File: config.mk
export PLATFORM = sky130hd
export DESIGN_NAME = rsa_key_bank_flat
export DESIGN_NICKNAME = d
export VERILOG_FILES = /design/src/rtl/rsa_key_bank_if.sv /design/src/rtl/rsa_key_bank.sv /design/src/flat_wrapper.sv
export SDC_FILE = /design/constraint.sdc
export NUM_CORES = 1
export LEC_CHECK = 0
export ABC_AREA = 0
export CAP_MARGIN = 40
export CORE_MARGIN = 4
export CORE_UTILIZATION = 40
export CTS_CLUSTER_SIZE = 16
export DETAILED_ROUTE_END_ITERATION = 12
export GPL_ROUTABILITY_DRIVEN = 0
export GPL_TIMING_DRIVEN = 0
export HOLD_SLACK_MARGIN = 0.02
export SETUP_SLACK_MARGIN = 0.5
export SYNTH_ARGS = -nofsm -noshare
export SYNTH_HDL_FRONTEND = slang
export SYNTH_SLANG_ARGS = --single-unit
File: constraint.sdc
create_clock -name clk -period 2.3 [get_ports clk]
set_clock_uncertainty 0.15 [all_clocks]
set_input_delay 0.46 -clock clk [delete_from_list [all_inputs] [get_ports clk]]
set_output_delay 0.46 -clock clk [all_outputs]
set_load 0.01 [all_outputs]
File: src/rtl/rsa_key_bank_if.sv
// Load and read bus of rsa_key_bank.
// The master modport drives loads and read addresses; the slave modport is the key bank.
interface rsa_key_bank_if #(
    parameter int unsigned WORD_W = 32,
    parameter int unsigned WORDS  = 2,
    parameter int unsigned SLOTS  = 4
);
    localparam int unsigned OP_W = WORD_W * WORDS;
    localparam int unsigned SW   = $clog2(SLOTS);

    logic              ld_start;
    logic [SW-1:0]     ld_slot;
    logic              ld_valid;
    logic [WORD_W-1:0] ld_data;
    logic              ld_ready;
    logic              ld_busy;
    logic              ld_done;
    logic              err;
    logic [SW-1:0]     rd_slot;
    logic              rd_valid;
    logic [OP_W-1:0]   primeNum;
    logic [OP_W-1:0]   privateKey;
    logic [OP_W-1:0]   cipher;

    modport master (
        output ld_start, ld_slot, ld_valid, ld_data, rd_slot,
        input  ld_ready, ld_busy, ld_done, err, rd_valid, primeNum, privateKey, cipher
    );

    modport slave (
        input  ld_start, ld_slot, ld_valid, ld_data, rd_slot,
        output ld_ready, ld_busy, ld_done, err, rd_valid, primeNum, privateKey, cipher
    );
endinterface

File: src/rtl/rsa_key_bank.sv
// Multi-slot RSA key store: word-serial loader into shadow registers, atomic commit, registered
// read port. Define RSA_KEY_BANK_ZEROIZE_EN to add a synchronous zeroize input.
module rsa_key_bank #(
    parameter int unsigned WORD_W = 32,
    parameter int unsigned WORDS  = 2,
    parameter int unsigned SLOTS  = 4
) (
    input logic clk,
    input logic rst_n,
`ifdef RSA_KEY_BANK_ZEROIZE_EN
    input logic zeroize,
`endif
    rsa_key_bank_if.slave bus
);
    localparam int unsigned OP_W = WORD_W * WORDS;
    localparam int unsigned SW   = $clog2(SLOTS);
    localparam int unsigned CW   = (WORDS > 1) ? $clog2(WORDS) : 1;

    typedef enum logic [2:0] {StIdle, StLoadN, StLoadD, StLoadC, StCommit} state_e;

    state_e            state_q, state_d;
    logic [CW-1:0]     cnt_q, cnt_d;
    logic [SW-1:0]     slot_q, slot_d;
    logic [OP_W-1:0]   sh_n_q, sh_n_d, sh_d_q, sh_d_d, sh_c_q, sh_c_d;
    logic [OP_W-1:0]   st_n_q [SLOTS];
    logic [OP_W-1:0]   st_d_q [SLOTS];
    logic [OP_W-1:0]   st_c_q [SLOTS];
    logic [SLOTS-1:0]  valid_q;
    logic              done_q, err_q, rd_valid_q;
    logic [OP_W-1:0]   rd_n_q, rd_d_q, rd_c_q;
    logic              zero_w, ready_w, busy_w, xfer_w, last_w, start_w, commit_w;

`ifdef RSA_KEY_BANK_ZEROIZE_EN
    assign zero_w = zeroize;
`else
    assign zero_w = 1'b0;
`endif

    assign xfer_w   = bus.ld_valid & ready_w;
    assign last_w   = (cnt_q == CW'(WORDS - 1));
    assign start_w  = bus.ld_start & (state_q == StIdle);
    assign commit_w = (state_q == StCommit);

    always_ff @(posedge clk or negedge rst_n) begin
        if (!rst_n) state_q <= StIdle;
        else        state_q <= state_d;
    end

    always_comb begin
        state_d = state_q;
        unique case (state_q)
            StIdle:   if (bus.ld_start) state_d = StLoadN;
            StLoadN:  if (xfer_w && last_w) state_d = StLoadD;
            StLoadD:  if (xfer_w && last_w) state_d = StLoadC;
            StLoadC:  if (xfer_w && last_w) state_d = StCommit;
            StCommit: state_d = StIdle;
            default:  state_d = StIdle;
        endcase
        if (zero_w) state_d = StIdle;
    end

    always_comb begin
        ready_w = 1'b0;
        busy_w  = 1'b1;
        unique case (state_q)
            StIdle:                    busy_w  = 1'b0;
            StLoadN, StLoadD, StLoadC: ready_w = 1'b1;
            default:                   ;
        endcase
    end

    // Loader datapath: shadows stay private until the commit edge.
    always_comb begin
        cnt_d  = cnt_q;
        slot_d = slot_q;
        sh_n_d = sh_n_q;
        sh_d_d = sh_d_q;
        sh_c_d = sh_c_q;
        if (start_w) begin
            slot_d = bus.ld_slot;
            cnt_d  = '0;
            sh_n_d = '0;
            sh_d_d = '0;
            sh_c_d = '0;
        end else if (xfer_w) begin
            cnt_d = last_w ? '0 : cnt_q + 1'b1;
            unique case (state_q)
                StLoadN: sh_n_d[int'(cnt_q)*WORD_W +: WORD_W] = bus.ld_data;
                StLoadD: sh_d_d[int'(cnt_q)*WORD_W +: WORD_W] = bus.ld_data;
                StLoadC: sh_c_d[int'(cnt_q)*WORD_W +: WORD_W] = bus.ld_data;
                default: ;
            endcase
        end
        if (zero_w) begin
            cnt_d  = '0;
            slot_d = '0;
            sh_n_d = '0;
            sh_d_d = '0;
            sh_c_d = '0;
        end
    end

    always_ff @(posedge clk or negedge rst_n) begin
        if (!rst_n) begin
            cnt_q  <= '0;
            slot_q <= '0;
            sh_n_q <= '0;
            sh_d_q <= '0;
            sh_c_q <= '0;
        end else begin
            cnt_q  <= cnt_d;
            slot_q <= slot_d;
            sh_n_q <= sh_n_d;
            sh_d_q <= sh_d_d;
            sh_c_q <= sh_c_d;
        end
    end

    // Reads sample storage as it stood before the edge, so a commit is visible one cycle later.
    always_ff @(posedge clk or negedge rst_n) begin
        if (!rst_n) begin
            for (int i = 0; i < SLOTS; i++) begin
                st_n_q[i] <= '0;
                st_d_q[i] <= '0;
                st_c_q[i] <= '0;
            end
            valid_q    <= '0;
            done_q     <= 1'b0;
            err_q      <= 1'b0;
            rd_valid_q <= 1'b0;
            rd_n_q     <= '0;
            rd_d_q     <= '0;
            rd_c_q     <= '0;
        end else if (zero_w) begin
            for (int i = 0; i < SLOTS; i++) begin
                st_n_q[i] <= '0;
                st_d_q[i] <= '0;
                st_c_q[i] <= '0;
            end
            valid_q    <= '0;
            done_q     <= 1'b0;
            err_q      <= 1'b0;
            rd_valid_q <= 1'b0;
            rd_n_q     <= '0;
            rd_d_q     <= '0;
            rd_c_q     <= '0;
        end else begin
            rd_valid_q <= valid_q[bus.rd_slot];
            rd_n_q     <= valid_q[bus.rd_slot] ? st_n_q[bus.rd_slot] : '0;
            rd_d_q     <= valid_q[bus.rd_slot] ? st_d_q[bus.rd_slot] : '0;
            rd_c_q     <= valid_q[bus.rd_slot] ? st_c_q[bus.rd_slot] : '0;
            done_q     <= commit_w;
            err_q      <= bus.ld_start & busy_w;
            if (start_w) valid_q[bus.ld_slot] <= 1'b0;
            if (commit_w) begin
                st_n_q[slot_q]  <= sh_n_q;
                st_d_q[slot_q]  <= sh_d_q;
                st_c_q[slot_q]  <= sh_c_q;
                valid_q[slot_q] <= 1'b1;
            end
        end
    end

    assign bus.ld_ready   = ready_w;
    assign bus.ld_busy    = busy_w;
    assign bus.ld_done    = done_q;
    assign bus.err        = err_q;
    assign bus.rd_valid   = rd_valid_q;
    assign bus.primeNum   = rd_n_q;
    assign bus.privateKey = rd_d_q;
    assign bus.cipher     = rd_c_q;
endmodule

File: src/flat_wrapper.sv
// flat-port wrapper written by rule: the top's interface ports become plain ports
module rsa_key_bank_flat 
#(
    parameter int unsigned WORD_W = 32,
    parameter int unsigned WORDS  = 2,
    parameter int unsigned SLOTS  = 4
)
  (clk, rst_n, bus_ld_start, bus_ld_slot, bus_ld_valid, bus_ld_data, bus_rd_slot, bus_ld_ready, bus_ld_busy, bus_ld_done, bus_err, bus_rd_valid, bus_primeNum, bus_privateKey, bus_cipher);
  rsa_key_bank_if #(.WORD_W(WORD_W), .WORDS(WORDS), .SLOTS(SLOTS)) bus_i ();
  input logic clk;
  input logic rst_n;
  input wire logic [$bits(bus_i.ld_start)-1:0] bus_ld_start;
  input wire logic [$bits(bus_i.ld_slot)-1:0] bus_ld_slot;
  input wire logic [$bits(bus_i.ld_valid)-1:0] bus_ld_valid;
  input wire logic [$bits(bus_i.ld_data)-1:0] bus_ld_data;
  input wire logic [$bits(bus_i.rd_slot)-1:0] bus_rd_slot;
  output wire logic [$bits(bus_i.ld_ready)-1:0] bus_ld_ready;
  output wire logic [$bits(bus_i.ld_busy)-1:0] bus_ld_busy;
  output wire logic [$bits(bus_i.ld_done)-1:0] bus_ld_done;
  output wire logic [$bits(bus_i.err)-1:0] bus_err;
  output wire logic [$bits(bus_i.rd_valid)-1:0] bus_rd_valid;
  output wire logic [$bits(bus_i.primeNum)-1:0] bus_primeNum;
  output wire logic [$bits(bus_i.privateKey)-1:0] bus_privateKey;
  output wire logic [$bits(bus_i.cipher)-1:0] bus_cipher;
  assign bus_i.ld_start = bus_ld_start;
  assign bus_i.ld_slot = bus_ld_slot;
  assign bus_i.ld_valid = bus_ld_valid;
  assign bus_i.ld_data = bus_ld_data;
  assign bus_i.rd_slot = bus_rd_slot;
  assign bus_ld_ready = bus_i.ld_ready;
  assign bus_ld_busy = bus_i.ld_busy;
  assign bus_ld_done = bus_i.ld_done;
  assign bus_err = bus_i.err;
  assign bus_rd_valid = bus_i.rd_valid;
  assign bus_primeNum = bus_i.primeNum;
  assign bus_privateKey = bus_i.privateKey;
  assign bus_cipher = bus_i.cipher;
  rsa_key_bank #(.WORD_W(WORD_W), .WORDS(WORDS), .SLOTS(SLOTS)) u_core (.clk(clk), .rst_n(rst_n), .bus(bus_i));
endmodule
==> reports/qor.csv, run 1 <==
metric,value,unit
viasPerCell,5.494,
p_per_area,965.3,nW/µm²
crit_family,simple AND/OR/NAND/NOR gates,
power.switching,16.52,mW
synth_commonest_cells,"dfrtp_1, mux2_2, nor2b_1",
ant_nets,0,
gr-total-overflow,0,
core-area,116500,µm²
firstDrtPassIters,5,
synth_most_common_cell,dfrtp_1,
vdd_ir_drop_max,709.3,µV
multi_input_comb_area,17910,µm²
crit_path_start,u_core.state_q[2],
violations,"negative hold slack, negative setup slack",
die_x,350.8,µm
synthToLayoutAreaGrowth,30.94,%
grt_max_degree,198,
fp.dieArea,123100,µm²
drive_gt1_share,45.29,%
cts_buffers,130,
cp_num_buf_inv,5,
register_area,29160,µm²
finalHoldViolations,118,
path_clk_slew,0.06,ns
final_core_utilization,52.83,%
crit_arrival,3.02,ns
critPathMaxFanout,10,
crit_cells,8,
die_height,350.8,µm
syn_nets,2810,
clock_latency,0.73,ns
ys.flop_type,dfrtp_1,
n_fill_cell,9053,
crit_path_max_incr_delay,0.42,ns
fin_ws,-0.2711,ns
criticalPathCategory,reg2reg,
cell_internal_pwr,42.90,mW
seq_area_frac_synth,62.01,%
relSlewSlack,29.83,%
power_frac_seq,46.4,%
fmax,388.9,MHz
final_cell_area,61560,µm²
synthCells,2770,
rsz0062_at_grt,yes,
antenna_found_initial,14,
worstPathCellList,buf_6 -> buf_4 -> or3b_4 -> or3b_4 -> buf_12 -> clkbuf_16 -> buf_12 -> mux2_4,
finalSetupViolCount,676,
drcViolationCount,0,
synth_area_per_cell,16.97,µm²
p_comb_share,18.5,%
cts_tree,yes,
grt_first_pass_wirelength,202900,µm
end_kind,register,
netlist.area_leader.share,62.01,%
r2r-start,u_core.state_q[2],
finalCriticalPeriod,2.571,ns
hold_class,in2async,
tns,-93.98,ns
dr_total_vias,27190,
dpl-instance-area,52620,µm²
hpwl,86990,µm
post-route-period-util,111.8,%
synthTopCellsByArea,"dfrtp_1, mux2_2, mux4_2, mux2_4, a22o_1",
cts_root_buf,clkbuf_16,
num_io_pins,237,
syn-cell-area,47020,µm²
synth_cell_types,41,
clockBufferDepth,3,
ys_async_sr_fraction,100.0,%
first_iter_violations,1919,
crit_slowest_cell,or3b_4,
htreeDepth,4,
maxCapViolCount,0,
rr_worst_depth,8,
rows,125,
worstMarginPinSlew,1.053,ns
ys_ff_latch,1165,
grt_usage,22.35,%
synth.largest_area_cell,dfrtp_1,
wl_per_cell,27.89,µm
p_leak,29.39,nW
swShare,27.80,%
crit_required,2.75,ns
final_nets,3360,
timing.hold.ws,-0.4991,ns
ys.warnings.count,0,
initial_core_util,40.35,%
synth_edf_count,0,
portBuffers,235,
outcome,"complete, but fails checks",
final-max-slew-violation-count,0,
critPathLaunchType,register,
clock-sinks,1165,
grt_pass1_vias,29930,
wirelength,138000,µm
pwr-share-clk,35.2,%
[power groups by stage]
stage / Sequential (mW) / Combinational, mW / Clock (mW)
floorplan: 26.5 / 6.56 / 0
global placement: 27.3 / 9.03 / 0
detailed placement: 27.6 / 9.65 / 0
CTS: 27.4 / 10.9 / 21.3
global route: 28.0 / 11.7 / 22.2
finish: 27.5 / 11.0 / 20.9
[final timing paths]
| check | slack, ns | endpoint |
|---|---|---|
| worst max-delay path | -0.27 | u_core.st_n_q[116] |
| worst min-delay path | -0.50 | u_core.bus.cipher[14] |
| worst max register to register | -0.27 | u_core.st_n_q[116] |
| worst min register to register | 0.35 | u_core.st_n_q[0] |
| max in group asynchronous | 0.37 | u_core.bus.primeNum[9] |
| min in group clk | 0.24 | u_core.bus.err |
[cell type report]
type                            count  share of cell area, %
Sequential cell                  1165                  47.36
Multi-Input combinational cell   1408                  29.09
Timing Repair Buffer              418                  9.455
Clock buffer                      181                  6.107
Buffer                            194                  3.949
Tap cell                         1524                  3.097
Clock inverter                     49                 0.8963
Antenna cell                        6                0.02439
Inverter                            3                0.01829
[sequential cells by signal, summed over array words and instances (netlist names), 3 cells and up]
signal / flops
u_core.bus.primeNum: 64
u_core.bus.privateKey: 64
u_core.sh_d_q: 64
u_core.st_d_q: 256
u_core.sh_c_q: 64
u_core.state_q: 3
u_core.bus.cipher: 64
u_core.sh_n_q: 64
u_core.st_c_q: 256
u_core.st_n_q: 256
u_core.valid_q: 4
[worst register-to-register path: stages (launching register included)]
cell	delay, ns
dfrtp_1	0.35
buf_6	0.11
buf_4	0.12
or3b_4	0.43
or3b_4	0.41
buf_12	0.18
clkbuf_16	0.21
buf_12	0.17
mux2_4	0.30
[repair_timing]
action                                   CTS  global route
buffers inserted                          73            14
endpoints found under the setup margin  2060          1881
hold endpoints to repair                 116           116
pin swaps                                 26             3
gates resized for setup                  542            51
cloned                                    47            17
[logic make-up after synthesis]
group / Yosys count / share of synthesized area, %
buf+inv: 197 / 2.046
compound gates: 208 / 3.787
mux: 963 / 29.01
xor+xnor: 1 / 0.01863
flops: 1165 / 62.01
simple gates: 236 / 3.135
[metal layers]
layer	vias to the layer above	wire length (µm)	GRT usage, %
met1	14880	58520	29.61
li1	11280	-	-
met2	807	65810	35.94
met4	4	5023	8.320
met5	-	26	0
met3	214	8637	5.417
[placed cells by master, fill, tap and decap left out, types with 9 or more instances in the layout]
cell type and n:
dfrtp_1 1162, mux2_4 397, buf_12 95, nor2b_1 184, clkbuf_1 51, buf_4 36, a22o_1 192, clkdlybuf4s50_1 228
mux2_2 372, clkbuf_4 13, clkinv_2 22, buf_16 54, mux4_2 192, nand2_1 9, clkbuf_2 47, buf_6 28
clkbuf_8 33, clkbuf_16 166, nor2b_4 9, buf_8 32
[per-stage QoR]
step / power [mW] / cells / setup WS, ns / hold WS, ns
2_1_floorplan: 33.09 / 2770 / 0.08741 / 0.01441
3_3_place_gp: 36.30 / 4529 / -47.60 / 0.3133
3_5_place_dp: 37.28 / 4561 / -1.168 / 0.3054
4_1_cts: 59.62 / 4911 / -0.3173 / -0.4840
5_1_grt: 61.89 / 4942 / -0.3015 / -0.4521
6_report: 59.42 / 4948 / -0.2711 / -0.4991
Power figures use the tool's default switching activity.
==> run 2, diff against run 1 <==
CTS_CLUSTER_DIAMETER = 40   (was default)
==> run 2 against run 1 <==
  * The flow still finishes with violations (negative hold slack, negative setup slack)
  * Fmax down 0.59%
  * Global-route usage down 0.48 points
  * Via count up 1.3%
  * Sequential power about the same
  * First-iteration DRC count up 3.7%
  * Design area up 2.5%
  * Setup slack worse by 0.015 ns
  * Clock power up 21%
  * Wire length up 1.1%
  * Non-clock buffer count up 5
  * Critical path type is now reg2out
  * Largest power group unchanged
  * Combinational power up 4%
==> reports/qor.csv, run 2 (synthesis results as in run 1) <==
metric,value,unit,change
post-route-period-util,112.5,%,was 111.8%
path_clk_slew,0.05,ns,was 0.06 ns
finalCriticalPeriod,2.586,ns,was 2.571 ns
drive_gt1_share,46.94,%,was 45.29%
initial_core_util,40.35,%,unchanged
relSlewSlack,31.81,%,was 29.83%
first_iter_violations,1990,,was 1919
num_io_pins,237,,unchanged
clock_latency,0.76,ns,was 0.73 ns
cts_root_buf,clkbuf_16,,unchanged
timing.hold.ws,-0.4987,ns,was -0.4991 ns
maxCapViolCount,0,,unchanged
portBuffers,235,,unchanged
largestRegisters,"u_core.st_c_q x256, u_core.st_d_q x256, u_core.st_n_q x256",,unchanged
ant_nets,0,,unchanged
crit_arrival,1.98,ns,was 3.02 ns
critPathMaxFanout,10,,unchanged
gr-total-overflow,0,,unchanged
wl_per_cell,27.85,µm,was 27.89 µm
htreeDepth,4,,unchanged
n_fill_cell,8891,,was 9053
place_inst,4561,,unchanged
fp.dieArea,123100,µm²,unchanged
cts_buffers,156,,was 130
mostFrequentLayoutCells,"dfrtp_1, mux2_4, mux2_2, clkdlybuf4s50_1, clkbuf_16",,"was dfrtp_1, mux2_4, mux2_2, clkdlybuf4s50_1"
rsz0062_at_grt,yes,,unchanged
cts_tree,yes,,unchanged
vdd_ir_drop_max,725.1,µV,was 709.3 µV
viasPerCell,5.494,,about the same
drcViolationCount,0,,unchanged
final-max-slew-violation-count,0,,unchanged
p_leak,30.16,nW,was 29.39 nW
synthToLayoutAreaGrowth,34.25,%,was 30.94%
fin_ws,-0.2865,ns,was -0.2711 ns
grt_pass1_vias,29850,,was 29930
layout_commonest_cell,dfrtp_1,,unchanged
clockBufferDepth,3,,unchanged
wirelength,139500,µm,was 138000 µm
die_x,350.8,µm,unchanged
report.power.total,64.24,mW,was 59.42 mW
fmax,386.6,MHz,was 388.9 MHz
die_height,350.8,µm,unchanged
dr_total_vias,27530,,was 27190
violations,"negative hold slack, negative setup slack",,unchanged
finalHoldViolations,132,,was 118
layoutNonFillerInstCount,5010,,was 4948
final_core_utilization,54.17,%,was 52.83%
p_per_area,1018,nW/µm²,was 965.3 nW/µm²
rows,125,,unchanged
grt_first_pass_wirelength,198900,µm,was 202900 µm
antenna_found_initial,13,,was 14
hpwl,86990,µm,unchanged
hold_class,in2async,,unchanged
grt_max_degree,198,,unchanged
finalSetupViolCount,670,,was 676
final_nets,3391,,was 3360
worstMarginPinSlew,1.023,ns,was 1.053 ns
clock-sinks,1165,,unchanged
end_kind,primary output,,was register
core-area,116500,µm²,unchanged
critPathLaunchType,register,,unchanged
firstDrtPassIters,7,,was 5
grt_usage,21.86,%,was 22.35%
crit_required,1.69,ns,was 2.75 ns
criticalPathCategory,reg2out,,was reg2reg
place_ws,-1.168,ns,unchanged
outcome,"complete, but fails checks",,unchanged
## run 2: cell types whose count changed in the layout (fill, tap and decap cells not counted), sizes merged, moves of 3 or more
cell,before,now
bufbuf,3,0
clkbuf,310,306
clkdlybuf4s50,228,225
bufinv,8,21
clkinvlp,8,17
buf,249,264
inv,10,37
clkinv,26,36
## run 2: per-stage QoR
stage / area, µm² / TNS [ns] / hold slack, ns
3_5_place_dp: 52620 / -860.04 / 0.3054
4_1_cts: 60580 / -114.06 / -0.5033
5_1_grt: 63110 / -95.59 / -0.4685
2_1_floorplan: 47690 / 0 / 0.01441
6_report: 63120 / -79.17 / -0.4987
3_3_place_gp: 51950 / - / 0.3133
## run 2: final timing paths
| kind | end | slack (ns) | depth (start not counted) | from |
|---|---|---|---|---|
| max | bus_ld_busy | -0.29 | 3 | u_core.state_q[0] |
| min | u_core.bus.cipher[14] | -0.50 | 1 | rst_n |
| max reg2reg | u_core.st_n_q[104] | -0.27 | 7 | u_core.state_q[0] |
| min reg2reg | u_core.st_n_q[76] | 0.35 | 1 | u_core.st_n_q[76] |
| max in group asynchronous | u_core.bus.privateKey[58] | 0.38 | 3 | rst_n |
| min in group clk | u_core.bus.err | 0.12 | 2 | bus_ld_start |
## run 2: per-layer routing
metal | share of wire (%) | global-route usage (%) | up-vias
met3 | 6.4 | 4.878 | 210
met2 | 48 | 35.18 | 841
met1 | 42 | 29.28 | 15050
met5 | 0 | 0 | -
met4 | 3.4 | 8.049 | 0
li1 | - | - | 11430
## run 2: report_power, final
| part | switching, mW | internal, mW | total (mW) |
|---|---|---|---|
| logic | 4.77 | 6.64 | 11.4 |
| clock network | 9.73 | 15.5 | 25.2 |
| registers | 3.32 | 24.3 | 27.6 |
## run 2: timing repair
item / in CTS / in global routing
setup endpoints to repair: 1894 / 2114
pin swaps: 5 / 27
cloned: 30 / 45
hold endpoints to repair: 116 / 116
gates resized for setup: 310 / 413
setup buffers: 49 / 32
## run 2: area by class of cell
cell class / count / area, µm² / share of cell area (%)
buffer: 194 / 2500 / 3.961
multi-input combinational: 1408 / 17960 / 28.45
tap: 1524 / 1907 / 3.021
timing repair buffer: 423 / 6066 / 9.610
clock inverter: 108 / 1378 / 2.183
antenna: 5 / 12.51 / 0.01982
sequential: 1165 / 29160 / 46.20
inverter: 3 / 11.26 / 0.01784
clock buffer: 180 / 4125 / 6.536
## run 2: worst max-delay path, stage by stage, from the launching register on
cell and delay (ns):
dfrtp_2 0.46, buf_6 0.16, or3_4 0.46, buf_6 0.15
